## src/rtl/flpt_band_add_sched.sv

```systemverilog
// Round-robin scheduler feeding NREQ band operand pairs into a shared 2-stage float add (align, add/normalize).
// Optional FLPT_SAT_EN: saturate mantissa/exponent on exponent overflow instead of wrapping.
module flpt_band_add_sched #(
  parameter int NREQ = 4,
  parameter int MW   = 5,
  parameter int EW   = 5
) (
  input  logic               clk,
  input  logic               rst_n,
  input  logic [NREQ-1:0]    req,
  input  logic [NREQ*MW-1:0] op_m1,
  input  logic [NREQ*EW-1:0] op_e1,
  input  logic [NREQ*MW-1:0] op_m2,
  input  logic [NREQ*EW-1:0] op_e2,
  output logic [NREQ-1:0]    ack,
  output logic               res_valid,
  input  logic               res_ready,
  output logic [MW-1:0]      res_m,
  output logic [EW-1:0]      res_e,
  output logic [2:0]         res_band
);
  localparam int PW = $clog2(NREQ);

  logic [NREQ-1:0][MW-1:0] m1_a, m2_a;
  logic [NREQ-1:0][EW-1:0] e1_a, e2_a;

  for (genvar g = 0; g < NREQ; g++) begin : g_unpack
    assign m1_a[g] = op_m1[g*MW +: MW];
    assign m2_a[g] = op_m2[g*MW +: MW];
    assign e1_a[g] = op_e1[g*EW +: EW];
    assign e2_a[g] = op_e2[g*EW +: EW];
  end

  logic [PW-1:0] rr_q, rr_d;
  logic          s1_vld_q, s1_vld_d;
  logic [MW-1:0] s1_m1_q, s1_m1_d, s1_m2_q, s1_m2_d;
  logic [EW-1:0] s1_e_q, s1_e_d;
  logic [PW-1:0] s1_band_q, s1_band_d;
  logic          res_valid_q, res_valid_d;
  logic [MW-1:0] res_m_q, res_m_d;
  logic [EW-1:0] res_e_q, res_e_d;
  logic [2:0]    res_band_q, res_band_d;

  logic          stall, s1_open, gnt_vld;
  logic [PW-1:0] gnt_idx;
  logic [PW:0]   scan;

  assign stall   = res_valid_q && !res_ready;
  // S1 accepts a new grant if it is empty or drains into S2 this cycle
  assign s1_open = !s1_vld_q || !stall;

  always_comb begin
    gnt_vld = 1'b0;
    gnt_idx = '0;
    scan    = '0;
    for (int k = 0; k < NREQ; k++) begin
      scan = {1'b0, rr_q} + (PW+1)'(k);
      if (scan >= (PW+1)'(NREQ)) scan = scan - (PW+1)'(NREQ);
      if (!gnt_vld && req[scan[PW-1:0]]) begin
        gnt_vld = 1'b1;
        gnt_idx = scan[PW-1:0];
      end
    end
    if (!rst_n || !s1_open) gnt_vld = 1'b0;
  end

  for (genvar g = 0; g < NREQ; g++) begin : g_ack
    assign ack[g] = gnt_vld && (gnt_idx == PW'(g));
  end

  always_comb begin
    rr_d = rr_q;
    if (gnt_vld) rr_d = (gnt_idx == PW'(NREQ-1)) ? '0 : gnt_idx + PW'(1);
  end

  logic [MW-1:0] g_m1, g_m2, al_m1, al_m2;
  logic [EW-1:0] g_e1, g_e2, al_e, diff;

  always_comb begin
    g_m1  = m1_a[gnt_idx];
    g_m2  = m2_a[gnt_idx];
    g_e1  = e1_a[gnt_idx];
    g_e2  = e2_a[gnt_idx];
    al_m1 = g_m1;
    al_m2 = g_m2;
    if (g_e1 >= g_e2) begin
      diff  = g_e1 - g_e2;
      al_e  = g_e1;
      al_m2 = (32'(diff) >= MW) ? '0 : g_m2 >> diff;
    end else begin
      diff  = g_e2 - g_e1;
      al_e  = g_e2;
      al_m1 = (32'(diff) >= MW) ? '0 : g_m1 >> diff;
    end
  end

  always_comb begin
    s1_vld_d  = s1_vld_q;
    s1_m1_d   = s1_m1_q;
    s1_m2_d   = s1_m2_q;
    s1_e_d    = s1_e_q;
    s1_band_d = s1_band_q;
    if (s1_open) begin
      s1_vld_d = gnt_vld;
      if (gnt_vld) begin
        s1_m1_d   = al_m1;
        s1_m2_d   = al_m2;
        s1_e_d    = al_e;
        s1_band_d = gnt_idx;
      end
    end
  end

  logic [MW:0] sum;
  logic [EW:0] e_inc;

  always_comb begin
    sum         = {1'b0, s1_m1_q} + {1'b0, s1_m2_q};
    e_inc       = {1'b0, s1_e_q} + (EW+1)'(1);
    res_valid_d = res_valid_q;
    res_m_d     = res_m_q;
    res_e_d     = res_e_q;
    res_band_d  = res_band_q;
    if (!stall) begin
      res_valid_d = s1_vld_q;
      if (s1_vld_q) begin
        res_band_d = 3'(s1_band_q);
        if (sum[MW]) begin
          res_m_d = sum[MW:1];
          res_e_d = e_inc[EW-1:0];
`ifdef FLPT_SAT_EN
          if (e_inc[EW]) begin
            res_m_d = '1;
            res_e_d = '1;
          end
`endif
        end else begin
          res_m_d = sum[MW-1:0];
          res_e_d = s1_e_q;
        end
      end
    end
  end

  always_ff @(posedge clk or negedge rst_n) begin
    if (!rst_n) begin
      rr_q        <= '0;
      s1_vld_q    <= 1'b0;
      s1_m1_q     <= '0;
      s1_m2_q     <= '0;
      s1_e_q      <= '0;
      s1_band_q   <= '0;
      res_valid_q <= 1'b0;
      res_m_q     <= '0;
      res_e_q     <= '0;
      res_band_q  <= '0;
    end else begin
      rr_q        <= rr_d;
      s1_vld_q    <= s1_vld_d;
      s1_m1_q     <= s1_m1_d;
      s1_m2_q     <= s1_m2_d;
      s1_e_q      <= s1_e_d;
      s1_band_q   <= s1_band_d;
      res_valid_q <= res_valid_d;
      res_m_q     <= res_m_d;
      res_e_q     <= res_e_d;
      res_band_q  <= res_band_d;
    end
  end

  assign res_valid = res_valid_q;
  assign res_m     = res_m_q;
  assign res_e     = res_e_q;
  assign res_band  = res_band_q;
endmodule
```

## config.mk

```make
export PLATFORM = sky130hd
export DESIGN_NAME = flpt_band_add_sched
export DESIGN_NICKNAME = d
export VERILOG_FILES = /design/src/rtl/flpt_band_add_sched.sv
export SDC_FILE = /design/constraint.sdc
export NUM_CORES = 1
export LEC_CHECK = 0
export CORE_MARGIN = 4
export CORE_UTILIZATION = 40
export DETAILED_ROUTE_END_ITERATION = 6
export PLACE_DENSITY = 0.74
export SYNTH_ARGS = -nofsm -noshare
export SYNTH_HDL_FRONTEND = slang
export SYNTH_SLANG_ARGS = --single-unit
```

## constraint.sdc

```tcl
create_clock -name clk -period 4.1 [get_ports clk]
set_input_delay 0.615 -clock clk [delete_from_list [all_inputs] [get_ports clk]]
set_output_delay 0.615 -clock clk [all_outputs]
set_load 0.05 [all_outputs]
```

Word level (Yosys, flattened, before mapping)
Index checks and enable logic that the tools add are counted.

storage, ports and cells
  flip-flop bits (word level) = 33
  input port bits = 87
  output and inout port bits = 18
  word-level logic and storage cells = 98

operators by class
  $add $sub $neg = 12
  $lt $le $gt $ge = 12
  equality and inequality tests = 3
  shifts and indexed selects = 2
  mux-type cells = 37
  bitwise logic cells = 1
  reduce and logical (&&, ||, !) cells = 21

operator list
  cell                 count
  $mux 5               11
  $bmux 5 s2           4
  $mux 2               9
  $lt 2x3->1 const B   5
  $ge 5x3->1 const B   2
  $shr 5x5->5          2
  $sub 5x5->5          2
  $ge 3x3->1 const B   3
  $mux 1               9
  $bmux 1 s2           4
  $logic_and 1x1->1    8
  $logic_not 1->1      8
  $sub 2x1->2 const B  4
  $add 2x2->3 const B  2
  $add 5x5->6          1
  $add 5x1->5 const B  1
  $ge 5x5->1           1
  $eq 2x2->1 const B   2
  $reduce_and 2->1     2
  $add 2x1->3 const B  1
  $ge 2x3->1 const B   1
  $add 2x1->2 const B  1
  $eq 2x1->1 const B   1
  $logic_not 2->1      1
  2 further kinds      3

Logic depth before layout (Yosys ltp)
  depth in word-level cells = 20
  mapped depth = 21
  mapped depth without buffers = 17

Worst setup path after synthesis
No wires, ideal clock.

  path kind = input to register
  start = in req[0]
  end = reg s1_e_q[0]
  setup time = 133 ps
  arrival = 3,962 ps
  data required time = 3,967 ps
  setup slack = 5 ps
  stages = 19
  buffers on the path = 5
  cell sequence = a21oi_2 o21ai_2 a21oi_4 buf_6 buf_4 buf_2 mux2_2 o21ai_0 inv_1 ha_1 clkbuf_1 inv_1 o21bai_1 a21o_1 a21oi_1 o31ai_4 buf_6 a21oi_1 o21ai_1

on the way
  cells in the longest elaborated chain, start to end = 16
  elaborated cells between the ends (all ways) = 30
  those cells by class = order compare (1); mux (22); reduce/logical (7)

RTL lines
  element                               RTL line  text
  start: declaration                    10        input logic [NREQ-1:0] req,
  $bmux 1 s2                            59        if (!gnt_vld && req[scan[PW-1:0]]) begin
  $mux 1 (not written as such)          59
  $mux 1                                59
  $logic_not 1->1                       59
  $logic_and 1x1->1                     59
  $mux 1                                59
  $logic_not 1->1                       59
  $logic_and 1x1->1                     59
  $mux 1                                59
  $logic_not 1->1                       59
  $logic_and 1x1->1                     59
  $mux 2                                59
  $bmux 5 s2, on equally long branches  82, 83
  $mux 5, on equally long branches      82, 83
  $ge 5x5->1                            86        if (g_e1 >= g_e2) begin
  $mux 5                                86
  end signal: assignment                151       s1_e_q <= '0;
  end signal: assignment                162       s1_e_q <= s1_e_d;
  end: declaration                      37        logic [EW-1:0] s1_e_q, s1_e_d;

Several ways; a longest one is shown, not always the timed one. The select of a mux whose other input is x is not followed.
A chain may end at the register's enable or synchronous reset.

Final worst setup path
  start = in req[3]
  end = reg s1_m1_q[0]

on the way
  cells in the longest elaborated chain, start to end = 18
  elaborated cells between the ends (all ways) = 36
  those cells by class = add/sub (1); order compare (2); shift (1); mux (25); reduce/logical (7)

RTL lines
  element                                    RTL line  text
  $bmux 1 s2                                 59
  $mux 1 (not written as such)               59
  $mux 1                                     59
  $logic_not 1->1                            59
  $logic_and 1x1->1                          59
  $mux 1                                     59
  $logic_not 1->1                            59
  $logic_and 1x1->1                          59
  [... 2 more ...]                           n/a
  $logic_and 1x1->1                          59
  $mux 2                                     59
  $bmux 5 s2, on equally long branches       83, 82
  $mux 5, on equally long branches           83, 82
  $sub 5x5->5                                91        diff = g_e2 - g_e1;
  $ge 5x3->1 or $shr 5x5->5 (tied branches)  93        al_m1 = (32'(diff) >= MW) ? '0 : g_m1 >> diff;
  $mux 5                                     93
  $mux 5                                     86
  end signal: assignment                     160       s1_m1_q <= s1_m1_d;
  end: declaration                           36        logic [MW-1:0] s1_m1_q, s1_m1_d, s1_m2_q, s1_m2_d;

Several ways; a longest one is shown, not always the timed one. The select of a mux whose other input is x is not followed.

==> flow_metrics.env <==
export IMPL_required_ps=4310
export IMPL_depth_of_the_cts_h_tree=2
export IMPL_ir_worst_vdd_uv=439
export IMPL_detail_route_antenna_nets=0
export IMPL_critPathBufInv=3
export IMPL_routed_length_per_placed_instance_microns=14.2
export IMPL_pre_cts_ws_ps=-209
export IMPL_filler_cell_count=693
export IMPL_final_nets=590
export IMPL_period_needed_ps=3860
export IMPL_ys_top_cells_by_area="sky130_fd_sc_hd__dfrtp_1, sky130_fd_sc_hd__mux2i_1, sky130_fd_sc_hd__ha_1"
export IMPL_crit_path_max_incr_delay_ps=490
export IMPL_ff_latch_count_synth=33
export IMPL_maximum_fanout_along_the_worst_path=5
export IMPL_tritoncts="done"
export IMPL_crit_arrival_ps=4070
export IMPL_via_per_inst=5.09
export IMPL_layout_area_overhead_vs_synth_pct=45.9
export IMPL_achievable_frequency_ghz=0.259
export IMPL_globalRouteOverflowTotal=0
export IMPL_postRouteWirelength_microns=8310
export IMPL_timing_critical_path_cells="clkdlybuf4s50_1, inv_2, a22o_1, a221oi_4, buf_4, mux2_2, ha_1, fa_1, nor2_1, o21ai_0, nand2b_1, xor2_1, or3_1, mux2i_1, nand3_1, a21oi_1"
export IMPL_power_leakage_nw=2.02
export IMPL_num_antenna_cells=0
export IMPL_critPathKind="in2reg"
export IMPL_floorplan_die_width_microns=96.8
export IMPL_yosysMostFrequentCell="sky130_fd_sc_hd__mux2i_1"
export IMPL_worst_hold_path_type="reg2reg"
export IMPL_syn_mean_instance_area_sq_um=8.71
export IMPL_fin_crit_sh=0.942
export IMPL_floorplan_die_area_sq_mm=0.00936
export IMPL_end_kind="flop"
export IMPL_worst_clock_skew_ps=4.91
export IMPL_finalHoldWorstSlack_ps=474
export IMPL_cts_path_max_buffers=2
export IMPL_start_util=0.410
export IMPL_max_slew_margin=0.514
export IMPL_rsz_0062_raised_after_global_routing="false"
export IMPL_die_height_microns=96.8
export IMPL_power_density_mw_per_mm2=842
export IMPL_place_detailed_instances=572
export IMPL_tritoncts_num_buffers=5
export IMPL_synth_cell_types=56
export IMPL_design_portCount=105
export IMPL_floorplan_core_area_sq_mm=0.00769
export IMPL_worst_path_dominant_cell_family="buffers and inverters"
export IMPL_cell_count_final_fillers_out=585
export IMPL_detailedRoute_firstIterationViolations=130
export IMPL_layout_drive_gt1_share=0.155
export IMPL_clock_latency_reported_for_the_late_side_of_the_worst_skew_pair_ps=280
export IMPL_status="complete, no violations"
export IMPL_grt_start_max_net_pins=34
export IMPL_cts_num_sinks=33
export IMPL_layout_setup_ws_ps=236
export IMPL_grt_usage=0.173
export IMPL_synth_ff_type="sky130_fd_sc_hd__dfrtp_1"
export IMPL_synth_area_sq_mm=0.00315
export IMPL_hold_violations=0
export IMPL_drv_slew=0
export IMPL_detail_route_drc_violations=0
export IMPL_synth_largest_type_area_fraction=0.262
export IMPL_place_congestion=0.922
export IMPL_wire_length_of_the_first_global_routing_pass_microns=13600
export IMPL_via_count_of_the_first_global_routing_pass=2902
export IMPL_drt_pass1_iterations=4
export IMPL_place_port_buffers=103
export IMPL_critPathSlowestCell="sky130_fd_sc_hd__clkdlybuf4s50_1"
export IMPL_crit_path_start_kind="input port"
export IMPL_total_number_of_yosys_warnings=0
export IMPL_worst_slew_pin_slew_ps=729
export IMPL_synth_enable_flop_cells=0
export IMPL_clk_root_buffer_cell="sky130_fd_sc_hd__clkbuf_8"
export IMPL_cell_types_with_the_highest_counts_after_synthesis="sky130_fd_sc_hd__mux2i_1, sky130_fd_sc_hd__nand2_1, sky130_fd_sc_hd__dfrtp_1"
export IMPL_synth_fp_nets=470
export IMPL_drv_cap=0
export IMPL_synth_seq_area_share=0.262
export IMPL_syn_inst=362
export IMPL_vias=2980
export IMPL_placement_rows=32
export IMPL_worst_setup_hold_path_clk_slew_ps=70
export IMPL_finalSetupViolCount=0
export IMPL_antenna_found_initial=0
export IMPL_synth_async_sr_flop_share=1.00
export IMPL_place_hpwl_microns=6930
export IMPL_synth_area_leader_cell="sky130_fd_sc_hd__dfrtp_1"
path summary, 6_finish.rpt:
path                          start          to  slack, ps  cells past startpoint
setup / recovery             req[3]  s1_m1_q[0]        240                     16
hold / removal             res_m[0]    res_m[0]        470                      2
setup reg to reg            rr_q[1]  s1_m1_q[0]        630                     16
hold reg to reg            res_m[0]    res_m[0]        470                      2
max in group asynchronous     rst_n    res_m[0]       3000                      2
min in group asynchronous     rst_n     rr_q[0]        800                      2
state kept, by name (all words and copies together) (netlist names):
name and cells:
s1_m2_q 5, s1_m1_q 5, s1_vld_q 1, res_band 2
res_m 5, rr_q 2, res_valid 1, res_e 5
s1_e_q 5, s1_band_q 2
report_power, final:
group | internal [mW] | total, mW | switching (mW)
clock network | 0.152 | 0.266 | 0.114
registers | 0.474 | 0.577 | 0.103
logic | 1.36 | 3.03 | 1.67
layout by cell type, fill, tap and decap left out, drive strengths merged, types with 2 or more instances in the layout:
master	n
inv	19
o31ai	2
clkdlybuf4s50	99
o31a	2
o21bai	2
a211oi	2
ha	18
xnor2	7
nand4	3
buf	34
o22ai	2
o21ai	32
and2	4
o2111ai	2
xor2	6
dfrtp	33
a21o	4
mux2i	44
nand3	8
nor2	27
a21oi	30
a31oi	4
or3	2
mux2	14
nand2	41
clkbuf	7
and3	2
nor3	2
nand2b	9
nor2b	4
fa	3
o221ai	2
tightest hold or removal path: stages, from the launching register on:
cell and delay, ps:
sky130_fd_sc_hd__dfrtp_1 340, sky130_fd_sc_hd__nand2_1 40, sky130_fd_sc_hd__o21ai_0 60
area by class of cell:
type                            instances  area (sq um)  share of cell area
Multi-Input combinational cell        290          2160               0.470
Timing Repair Buffer                  133          1310               0.285
Sequential cell                        33           826               0.180
Tap cell                              102           128              0.0277
Clock buffer                            7          96.3              0.0209
Inverter                               19          71.3              0.0155
Clock inverter                          1          5.00             0.00109
per-stage QoR:
step | setup TNS, ps | util | instance area [sq um] | total power [mW]
6_report | 0 | 0.598 | 4600 | 3.87
5_1_grt | 0 | 0.598 | 4600 | 4.20
4_1_cts | 0 | 0.589 | 4530 | 3.80
3_5_place_dp | -932 | 0.576 | 4430 | 3.52
3_3_place_gp | -266 | 0.576 | 4430 | 3.48
2_1_floorplan | 0 | - | 3150 | 2.69
cells by family (layout without fill, tap and decap cells):
logic type      count (synthesis)  count (layout)  synth area share
fa+ha+maj                      21              21            0.0905
mux                            59              59             0.206
buf+inv                        39             160            0.0576
xor+xnor                       13              13            0.0385
flops                          33              33             0.262
simple gates                  105             105             0.154
other cells                     1               1           0.00119
compound gates                 91              91             0.190
metal layers:
metal	wire length (microns)	share of wire	global-route usage
met4	94	0.011	0.0497
met3	331	0.040	0.0231
met2	4520	0.54	0.324
met5	0	0	0
met1	3370	0.40	0.203
repair_timing:
action                     4_1_cts  5_1_grt
setup buffers                    0        5
hold buffers                     0        0
setup endpoints to repair        0       10
resized for setup                0       12
Power figures use the tool's default switching activity.
